==> config.mk <==
export PLATFORM = sky130hd
export DESIGN_NAME = mod_inv_seq_flat
export DESIGN_NICKNAME = d
export VERILOG_FILES = /design/src/rtl/mod_inv_seq_if.sv /design/src/rtl/mod_inv_seq.sv /design/src/flat_wrapper.sv
export SDC_FILE = /design/constraint.sdc
export NUM_CORES = 1
export LEC_CHECK = 0
export CORE_MARGIN = 2
export CORE_UTILIZATION = 51
export CTS_CLUSTER_DIAMETER = 100
export CTS_CLUSTER_SIZE = 30
export DETAILED_ROUTE_END_ITERATION = 6
export PLACE_DENSITY = 0.8
export SYNTH_ARGS = -nofsm -noshare
export SYNTH_HDL_FRONTEND = slang
export SYNTH_SLANG_ARGS = --single-unit
==> constraint.sdc <==
create_clock -name clk -period 3 [get_ports clk]
set_input_delay 0.6 -clock clk [delete_from_list [all_inputs] [get_ports clk]]
set_output_delay 0.6 -clock clk [all_outputs]
set_load 0.05 [all_outputs]
==> src/rtl/mod_inv_seq_if.sv <==
// Modular-multiplier request bus between the inverse sequencer and the multiplier.
// The master issues operand pairs and the slave returns results a fixed latency later.
interface mod_inv_seq_if #(
    parameter int P_WIDTH = 64
);
    logic               mul_vld_out;
    logic [P_WIDTH-1:0] mul_a_out;
    logic [P_WIDTH-1:0] mul_b_out;
    logic [P_WIDTH-1:0] mul_res_in;

    modport master (
        output mul_vld_out,
        output mul_a_out,
        output mul_b_out,
        input  mul_res_in
    );

    modport slave (
        input  mul_vld_out,
        input  mul_a_out,
        input  mul_b_out,
        output mul_res_in
    );
endinterface

==> src/rtl/mod_inv_seq.sv <==
// Modular inverse sequencer: A^(N-2) mod N by left-to-right square-and-multiply,
// driving an external fixed-latency pipelined modular multiplier.
module mod_inv_seq #(
    parameter int P_WIDTH = 64,
    parameter int MUL_LAT = 4
) (
    input  logic               clk,
    input  logic               rst_n,
    input  logic               start_in,
    input  logic [P_WIDTH-1:0] a_in,
    input  logic [P_WIDTH-1:0] n_in,
    output logic               busy_out,
    output logic               done_out,
    output logic [P_WIDTH-1:0] inv_out,
    output logic               err_out,
    mod_inv_seq_if.master      mul
);

    localparam int IW = $clog2(P_WIDTH);
    localparam int CW = (MUL_LAT > 1) ? $clog2(MUL_LAT) : 1;

    typedef enum logic [2:0] {
        IDLE,
        ISSUE_SQ,
        WAIT_SQ,
        ISSUE_MUL,
        WAIT_MUL,
        FIN
    } state_t;

    state_t             state_q, state_d;
    logic [P_WIDTH-1:0] a_q, a_d;
    logic [P_WIDTH-1:0] e_q, e_d;
    logic [P_WIDTH-1:0] r_q, r_d;
    logic [IW-1:0]      idx_q, idx_d;
    logic [CW-1:0]      cnt_q, cnt_d;
    logic               err_q, err_d;
    logic               busy_q, busy_d;
    logic               done_q, done_d;
    logic [P_WIDTH-1:0] inv_q, inv_d;
    logic               erro_q, erro_d;
    logic               vld_q, vld_d;
    logic [P_WIDTH-1:0] ma_q, ma_d;
    logic [P_WIDTH-1:0] mb_q, mb_d;
    logic               last;

    assign last = (cnt_q == CW'(MUL_LAT - 1));

    always_comb begin
        state_d = state_q;
        a_d     = a_q;
        e_d     = e_q;
        r_d     = r_q;
        idx_d   = idx_q;
        cnt_d   = cnt_q;
        err_d   = err_q;
        busy_d  = busy_q;
        done_d  = 1'b0;
        inv_d   = inv_q;
        erro_d  = erro_q;
        vld_d   = 1'b0;
        ma_d    = ma_q;
        mb_d    = mb_q;

        unique case (state_q)
            IDLE: begin
                if (start_in) begin
                    a_d    = a_in;
                    e_d    = n_in - P_WIDTH'(2);
                    r_d    = P_WIDTH'(1);
                    idx_d  = IW'(P_WIDTH - 1);
                    busy_d = 1'b1;
                    err_d  = (a_in == '0) || (n_in < P_WIDTH'(3));
                    state_d = err_d ? FIN : ISSUE_SQ;
                end
            end
            ISSUE_SQ: begin
                cnt_d   = '0;
                state_d = WAIT_SQ;
            end
            WAIT_SQ: begin
                if (last) begin
                    r_d = mul.mul_res_in;
                    if (e_q[idx_q]) begin
                        state_d = ISSUE_MUL;
                    end else if (idx_q == '0) begin
                        state_d = FIN;
                    end else begin
                        idx_d   = idx_q - IW'(1);
                        state_d = ISSUE_SQ;
                    end
                end else begin
                    cnt_d = cnt_q + CW'(1);
                end
            end
            ISSUE_MUL: begin
                cnt_d   = '0;
                state_d = WAIT_MUL;
            end
            WAIT_MUL: begin
                if (last) begin
                    r_d = mul.mul_res_in;
                    if (idx_q == '0) begin
                        state_d = FIN;
                    end else begin
                        idx_d   = idx_q - IW'(1);
                        state_d = ISSUE_SQ;
                    end
                end else begin
                    cnt_d = cnt_q + CW'(1);
                end
            end
            FIN: begin
                busy_d  = 1'b0;
                state_d = IDLE;
            end
            default: state_d = IDLE;
        endcase

        // Outputs are registered: decode the state being entered.
        if (state_d == FIN) begin
            done_d = 1'b1;
            inv_d  = err_d ? '0 : r_d;
            erro_d = err_d;
        end
        if (state_d == ISSUE_SQ) begin
            vld_d = 1'b1;
            ma_d  = r_d;
            mb_d  = r_d;
        end else if (state_d == ISSUE_MUL) begin
            vld_d = 1'b1;
            ma_d  = r_d;
            mb_d  = a_q;
        end
    end

    always_ff @(posedge clk or negedge rst_n) begin
        if (!rst_n) begin
            state_q <= IDLE;
            a_q     <= '0;
            e_q     <= '0;
            r_q     <= '0;
            idx_q   <= '0;
            cnt_q   <= '0;
            err_q   <= 1'b0;
            busy_q  <= 1'b0;
            done_q  <= 1'b0;
            inv_q   <= '0;
            erro_q  <= 1'b0;
            vld_q   <= 1'b0;
            ma_q    <= '0;
            mb_q    <= '0;
        end else begin
            state_q <= state_d;
            a_q     <= a_d;
            e_q     <= e_d;
            r_q     <= r_d;
            idx_q   <= idx_d;
            cnt_q   <= cnt_d;
            err_q   <= err_d;
            busy_q  <= busy_d;
            done_q  <= done_d;
            inv_q   <= inv_d;
            erro_q  <= erro_d;
            vld_q   <= vld_d;
            ma_q    <= ma_d;
            mb_q    <= mb_d;
        end
    end

    assign busy_out        = busy_q;
    assign done_out        = done_q;
    assign inv_out         = inv_q;
    assign err_out         = erro_q;
    assign mul.mul_vld_out = vld_q;
    assign mul.mul_a_out   = ma_q;
    assign mul.mul_b_out   = mb_q;

endmodule

==> src/flat_wrapper.sv <==
// flat-port wrapper written by rule: the top's interface ports become plain ports
module mod_inv_seq_flat 
#(
    parameter int P_WIDTH = 64,
    parameter int MUL_LAT = 4
)
  (clk, rst_n, start_in, a_in, n_in, busy_out, done_out, inv_out, err_out, mul_mul_vld_out, mul_mul_a_out, mul_mul_b_out, mul_mul_res_in);
  mod_inv_seq_if #(.P_WIDTH(P_WIDTH)) mul_i ();
  input  logic clk;
  input  logic rst_n;
  input  logic start_in;
  input  logic [P_WIDTH-1:0] a_in;
  input  logic [P_WIDTH-1:0] n_in;
  output logic busy_out;
  output logic done_out;
  output logic [P_WIDTH-1:0] inv_out;
  output logic err_out;
  output wire logic [$bits(mul_i.mul_vld_out)-1:0] mul_mul_vld_out;
  output wire logic [$bits(mul_i.mul_a_out)-1:0] mul_mul_a_out;
  output wire logic [$bits(mul_i.mul_b_out)-1:0] mul_mul_b_out;
  input wire logic [$bits(mul_i.mul_res_in)-1:0] mul_mul_res_in;
  assign mul_mul_vld_out = mul_i.mul_vld_out;
  assign mul_mul_a_out = mul_i.mul_a_out;
  assign mul_mul_b_out = mul_i.mul_b_out;
  assign mul_i.mul_res_in = mul_mul_res_in;
  mod_inv_seq #(.P_WIDTH(P_WIDTH), .MUL_LAT(MUL_LAT)) u_core (.clk(clk), .rst_n(rst_n), .start_in(start_in), .a_in(a_in), .n_in(n_in), .busy_out(busy_out), .done_out(done_out), .inv_out(inv_out), .err_out(err_out), .mul(mul_i));
endmodule
==> impl_results.md, run 1 <==
* Endpoints failing hold at 0
* Tmin final at 2.958 ns
* Top cells by area, synth: dfrtp_1, nand2_1, o21ai_0, o311ai_1, o31ai_1
* Mean Syn Cell Area at 10.02 µm²
* Worst Path Class, Setup: in2reg
* Critical path's slowest cell: or4_4
* Worst hold path type: in2async
* Min Hold Slack at 0.02453 ns
* Final WL at 54.37 mm
* Post-synth top cells: nand2_1, dfrtp_1, o21ai_0, clkbuf_1, inv_1
* Yosys cell types at 61
* Yosys warns at 0
* Register Area at 10,010 µm²
* # port buffers at 390
* Largest net degree at the start of global routing at 103
* Root buf cell: clkbuf_16
* CP max stage delay at 0.55 ns
* Cts bufs inserted at 17
* Cell accounting for the most synthesized area: dfrtp_1
* Row count at 67
* CTS H-tree depth at 1
* Vias at 15,415
* Crit Path Max Fanout at 53
* Multiplexer area fraction after synthesis at 2.640%
* Area of the die at 35,790 µm²
* First-pass DRT Iterations at 6
* R2R Setup Slk at 0.14 ns
* DRC errors left at 0
* Post-Synthesis Cells at 1,746
* FF-to-FF End: u_core.mul.mul_b_out[55]
* Setup_tns at 0 ns
* Fin crit share at 98.60%
* Chip height at 189.2 µm
* Fmax at 0.3381 GHz
* Iteration-0 DRC Markers at 1,279
* Outcome: complete, no violations
* WP depth at 11
* Cell family with most CP delay: simple AND/OR/NAND/NOR gates
* Maximum vdd drop at 0.6207 mV
* Post-synthesis instance area at 17,490 µm²
* Layout Nets at 2,449
* Fin util at 71.08%
* WL per Instance at 20.10 µm
* First-pass GRT wire length at 84.10 mm
* Worst setup path end: u_core.mul.mul_b_out[39]
* Max-slew headroom at 55.41%
* Io pins at 391
* Clk_lat worst skew at 0.53 ns
* Fill count at 2,391
* Die width at 189.2 µm
* Crit start category: input pin
* Dpl ws at -0.6753 ns
* Post-synth EDFFs at 0
* Initial antenna violation count at 7
* Setup Skew at 0.03119 ns
* MaxCap Viol Count at 0
* Multi-input gate area at 6720 µm²
* CTS tree: built
* XOR/XNOR Fraction of Synth Area at 2.805%
* Longest Clk Path Bufs at 3
* Core region area at 33,620 µm²
* Area Overhead vs Synth at 36.62%
* Critical path arrival at 3.34 ns
* Final worst slack at 0.04210 ns
* Clock transition at path regs at 0.11 ns
* Count leader, synth: nand2_1
* Post-route ant nets at 0
* Clock sink count at 400
* Initial Utilization at 52.02%
* Tot Pwr at 0.02392 W
* GRT Util Overall at 29.70%
* Lkg Pwr at 10.81 nW
* Vias in the first global route at 15,326
* Post-Synth Adder-Cell Area at 0.2146%
* RSZ-0062 raised after global routing: yes
* Ys flop type: dfrtp_1
* Pins Over Slew Limit at 0
* Worst-case reg-to-reg path depth at 10
* Synth Register Bits at 400
* Placer Congestion at 0.9285
* Simple-gate portion of the synthesized area at 18.02%
* P per Cell Area at 1001 nW/µm²
* CP Data Required Time at 3.38 ns
* Drt via density at 5.699
* Endpoints failing setup at 0
* Overflow after GRT at 0
* CP endpoint kind: flip-flop
* HPWL after DPL at 39.91 mm
* WP buf/inv at 3
* Critical-path cell list: clkdlybuf4s50_1 > or4_4 > or3_4 > nor3_4 > a41oi_2 > o211ai_2 > or2_4 > clkinv_2 > buf_12 > nand3_1 > o311ai_1
* Async set-reset flop share out of synthesis at 100.0%
* Crit path from: n_in[41]
* Post-synth top area share at 57.24%
* Layout cells sized above 1 at 14.13%
* Reg-to-reg startpoint: u_core.idx_q[2]
* Worst-Margin Slew at 0.6667 ns
* Post-synthesis compound-gate area fraction at 14.16%
* Combinational family with the most area after synthesis: simple AND/OR/NAND/NOR gates
* Post-Syn Nets at 1,944
* Sequential cell area fraction in the yosys report at 57.24%
layer usage:
layer  vias to the layer above  wire length, µm  GRT usage (%)
li1                       7050                -              -
met1                      7586            21180          37.67
met2                       656            27000          51.06
met3                       119             4140          5.561
met4                         4             2028          10.70
met5                         -               18              0
how the worst min path moves through the flow:
stage                         from                       end  slack (ns)  depth (start not counted)
global placement    u_core.e_q[43]            u_core.e_q[43]        0.46                          2
CTS                          rst_n             u_core.a_q[2]        0.06                          1
detailed placement  u_core.a_q[40]            u_core.a_q[40]        0.46                          2
floorplan                    rst_n             u_core.a_q[0]        0.30                          0
finish                       rst_n  u_core.mul.mul_a_out[26]        0.02                          1
global route                 rst_n        u_core.inv_out[29]        0.06                          1
cells by family (layout without fill, tap and decap cells):
logic type                 count (synthesis)  count (layout)
DFF                                      400             400
and+or+nand+nor                          696             696
AOI/OAI and AO/OA                        364             364
adders and majority gates                  3               3
other                                      0               7
buffers and inverters                    199             703
muxes                                     28              28
xor gates and xnor gates                  56              56
report_power, final:
group	leakage [nW]	internal [W]	switching, W	total [W]
sequential	5.24	0.00748	0.00126	0.00874
clock	0.219	0.00105	0.00164	0.00269
combinational	5.35	0.00437	0.00811	0.0125
cells in the final DEF (no fill, tap or decap), types with 39 or more instances in the layout:
master,instances
nand2_1,474
buf_4,196
a22oi_1,63
o311ai_1,62
dfrtp_1,399
o21ai_0,119
nand3_1,43
nor2_1,39
o31ai_1,63
inv_1,74
clkdlybuf4s50_1,389
layout make-up:
cell class	instances	area share, %
Clock buffer	17	1.780
Antenna cell	7	0.07331
Timing Repair Buffer	609	24.49
Multi-Input combinational cell	1147	28.13
Inverter	76	1.199
Clock inverter	1	0.08379
Sequential cell	400	41.90
Tap cell	448	2.346
state kept, by name, indices dropped and copies added (netlist names):
signal and cells:
u_core.done_out 1, u_core.mul.mul_vld_out 1, u_core.idx_q 6, u_core.mul.mul_b_out 64, u_core.cnt_q 2, u_core.err_out 1, u_core.state_q 3, u_core.inv_out 64
u_core.mul.mul_a_out 64, u_core.r_q 64, u_core.busy_out 1, u_core.e_q 64, u_core.a_q 64, u_core.err_q 1
worst reg2reg max path, cell delays in order, from the launching register on:
cell and delay (ns):
dfrtp_1 0.43, buf_4 0.20, nor3b_1 0.34, a221oi_1 0.18, a22oi_1 0.21, a31o_2 0.17, nand3_1 0.15, a211oi_4 0.44
buf_12 0.32, nand3_1 0.23, o311ai_1 0.10
repair_timing:
item,4_1_cts,5_1_grt
pin swaps,0,2
hold buffers,0,0
gates resized for setup,1,14
cloned,0,1
setup endpoints to repair,1,164
buffers inserted,0,1
hold endpoints to repair,0,0
per-stage QoR:
step                      area [µm²]  instances
after floorplan                17490       1746
after global placement         23310       2678
after detailed placement       23310       2678
after CTS                      23760       2696
after global routing           23890       2703
final                          23890       2705
(Power assumes the default switching activity.)
==> run 2, diff against run 1 <==
--- a/config.mk
+++ b/config.mk
@@ -11,6 +11,7 @@
 export CTS_CLUSTER_SIZE = 30
 export DETAILED_ROUTE_END_ITERATION = 6
 export PLACE_DENSITY = 0.8
+export SLEW_MARGIN = 5
 export SYNTH_ARGS = -nofsm -noshare
 export SYNTH_HDL_FRONTEND = slang
 export SYNTH_SLANG_ARGS = --single-unit
==> results of run 2 <==
Same layout as run 1: the final DEF is identical, and so are final timing and power.
==> run 3, diff against run 2 <==
--- a/config.mk
+++ b/config.mk
@@ -5,7 +5,7 @@
 export SDC_FILE = /design/constraint.sdc
 export NUM_CORES = 1
 export LEC_CHECK = 0
-export CORE_MARGIN = 2
+export CORE_MARGIN = 4
 export CORE_UTILIZATION = 51
 export CTS_CLUSTER_DIAMETER = 100
 export CTS_CLUSTER_SIZE = 30
==> impl_results.md, run 3 (synthesized netlist as in run 1, its figures left out) <==
* DRC errors left at 0
* Clk_lat worst skew at 0.52 ns
* Setup Skew at 0.02420 ns
* Area Overhead vs Synth at 35.62%
* CP endpoint kind: flip-flop
* Longest Clk Path Bufs at 3
* CTS Hold Bufs at 0
* GR peak layer: met2
* Met2 usage at 46.76%
* Die width at 193.2 µm
* Outcome: complete, no violations
* Critical path's slowest cell: or4_4
* Cell family with most CP delay: simple AND/OR/NAND/NOR gates
* Most common cell after layout, fill and taps aside: nand2_1
* Final WL at 53.73 mm
* Clock transition at path regs at 0.11 ns
* WL per Instance at 20.12 µm
* Min Hold Slack at 0.03343 ns
* Worst Path Class, Setup: in2reg
* Worst-Margin Slew at 0.8104 ns
* Cell total after placement at 2,641
* Clock sink count at 400
* Layout cells sized above 1 at 12.90%
* CP max stage delay at 0.54 ns
* Placer Congestion at 0.9076
* Tmin final at 2.969 ns
* Area after DPL at 23,040 µm²
* Layout Nets at 2,416
* Area of the die at 37,320 µm²
* Fin crit share at 98.96%
* CTS H-tree depth at 1
* Max-slew headroom at 45.97%
* Row count at 67
* Largest net degree at the start of global routing at 128
* Initial Utilization at 51.89%
* P per Cell Area at 998.5 nW/µm²
* CTS tree: built
* Setup_tns at 0 ns
* Post-route ant nets at 0
* Most frequent cells in the layout: nand2_1, dfrtp_1, clkdlybuf4s50_1
* Crit start category: input pin
* Chip height at 193.2 µm
* HPWL after DPL at 38.88 mm
* MaxCap Viol Count at 0
* Overflow after GRT at 0
* Fill count at 2,485
* Fmax at 0.3368 GHz
* Pins Over Slew Limit at 0
* Cts bufs inserted at 17
* First-pass GRT wire length at 81.16 mm
* GRT Util Overall at 27.22%
* Maximum vdd drop at 0.7981 mV
* Root buf cell: clkbuf_16
* Iteration-0 DRC Markers at 1,275
* First-pass DRT Iterations at 6
* WP buf/inv at 3
* Lkg Pwr at 10.67 nW
* Dpl ws at -0.7696 ns
* Io pins at 391
* Final worst slack at 0.03119 ns
* Core region area at 33,700 µm²
* Critical-path cell list: clkdlybuf4s50_1 > or4_4 > or3_4 > nor3_4 > a41oi_4 > o211ai_2 > or2_4 > clkinv_2 > buf_12 > nand3_1 > o311ai_1
* Finished Layout Cells at 2,670
* CP Data Required Time at 3.37 ns
* Crit Path Max Fanout at 26
* Vias at 15,161
* GR met3 Demand/Resource at 4.195%
* Endpoints failing setup at 0
* Final instance area at 23,720 µm²
* Drt via density at 5.678
* Worst hold path type: in2async
* Critical path arrival at 3.34 ns
* # port buffers at 390
* Vias in the first global route at 14,892
* Initial antenna violation count at 7
* Endpoints failing hold at 0
* Met1 usage at 35.43%
## run 3: cell count changes in the layout (fill, tap and decap cells not counted), sizes merged
cell | before | now
buf | 219 | 184
diode | 7 | 5
clkbuf | 18 | 20
## run 3: power breakdown
group | leakage, nW | total (W) | internal (W) | switching (W)
logic | 5.21 | 0.0124 | 0.00416 | 0.00821
clock network | 0.219 | 0.00267 | 0.00105 | 0.00162
registers | 5.24 | 0.00864 | 0.00748 | 0.00116
## run 3: area by class of cell
| type | count | area, µm² | share of cell area (%) |
|---|---|---|---|
| well taps | 448 | 560.5 | 2.363 |
| clock inverters | 1 | 20.02 | 0.08441 |
| flip-flops and latches | 400 | 10010 | 42.20 |
| repair buffers | 576 | 5655 | 23.84 |
| inverters | 76 | 286.5 | 1.208 |
| multi-input cells | 1147 | 6748 | 28.45 |
| diodes | 5 | 12.51 | 0.05275 |
| clock buffers | 17 | 425.4 | 1.794 |
## run 3: path summary, 6_finish.rpt
path / startpoint / to / slack (ns) / cells past startpoint
min in group clk: u_core.e_q[33] / u_core.e_q[33] / 0.48 / 2
max in group asynchronous: rst_n / u_core.mul.mul_a_out[50] / 2.09 / 2
worst max-delay path: n_in[41] / u_core.mul.mul_b_out[45] / 0.03 / 11
worst max register to register: u_core.idx_q[2] / u_core.mul.mul_b_out[45] / 0.07 / 10
worst min-delay path: rst_n / u_core.inv_out[29] / 0.03 / 1
worst min register to register: u_core.e_q[33] / u_core.e_q[33] / 0.48 / 2
## run 3: layer usage
metal,share of wire (%),up-vias
met5,0.095,-
met4,3.8,8
met3,7.5,117
met2,49,636
met1,40,7394
li1,-,7006
## run 3: timing repair
action | 4_1_cts | 5_1_grt
setup buffers | 1 | 2
pin swaps | 2 | 5
cloned | 0 | 3
setup endpoints to repair | 188 | 146
gates resized for setup | 5 | 17
## run 3: per-stage QoR
| step | util (%) | total power, W |
|---|---|---|
| finish | 70.38 | 0.02368 |
| global route | 70.36 | 0.02503 |
| CTS | 69.83 | 0.02334 |
| detailed placement | 68.38 | 0.02067 |
| global placement | 68.38 | 0.02022 |
| floorplan | - | 0.01639 |
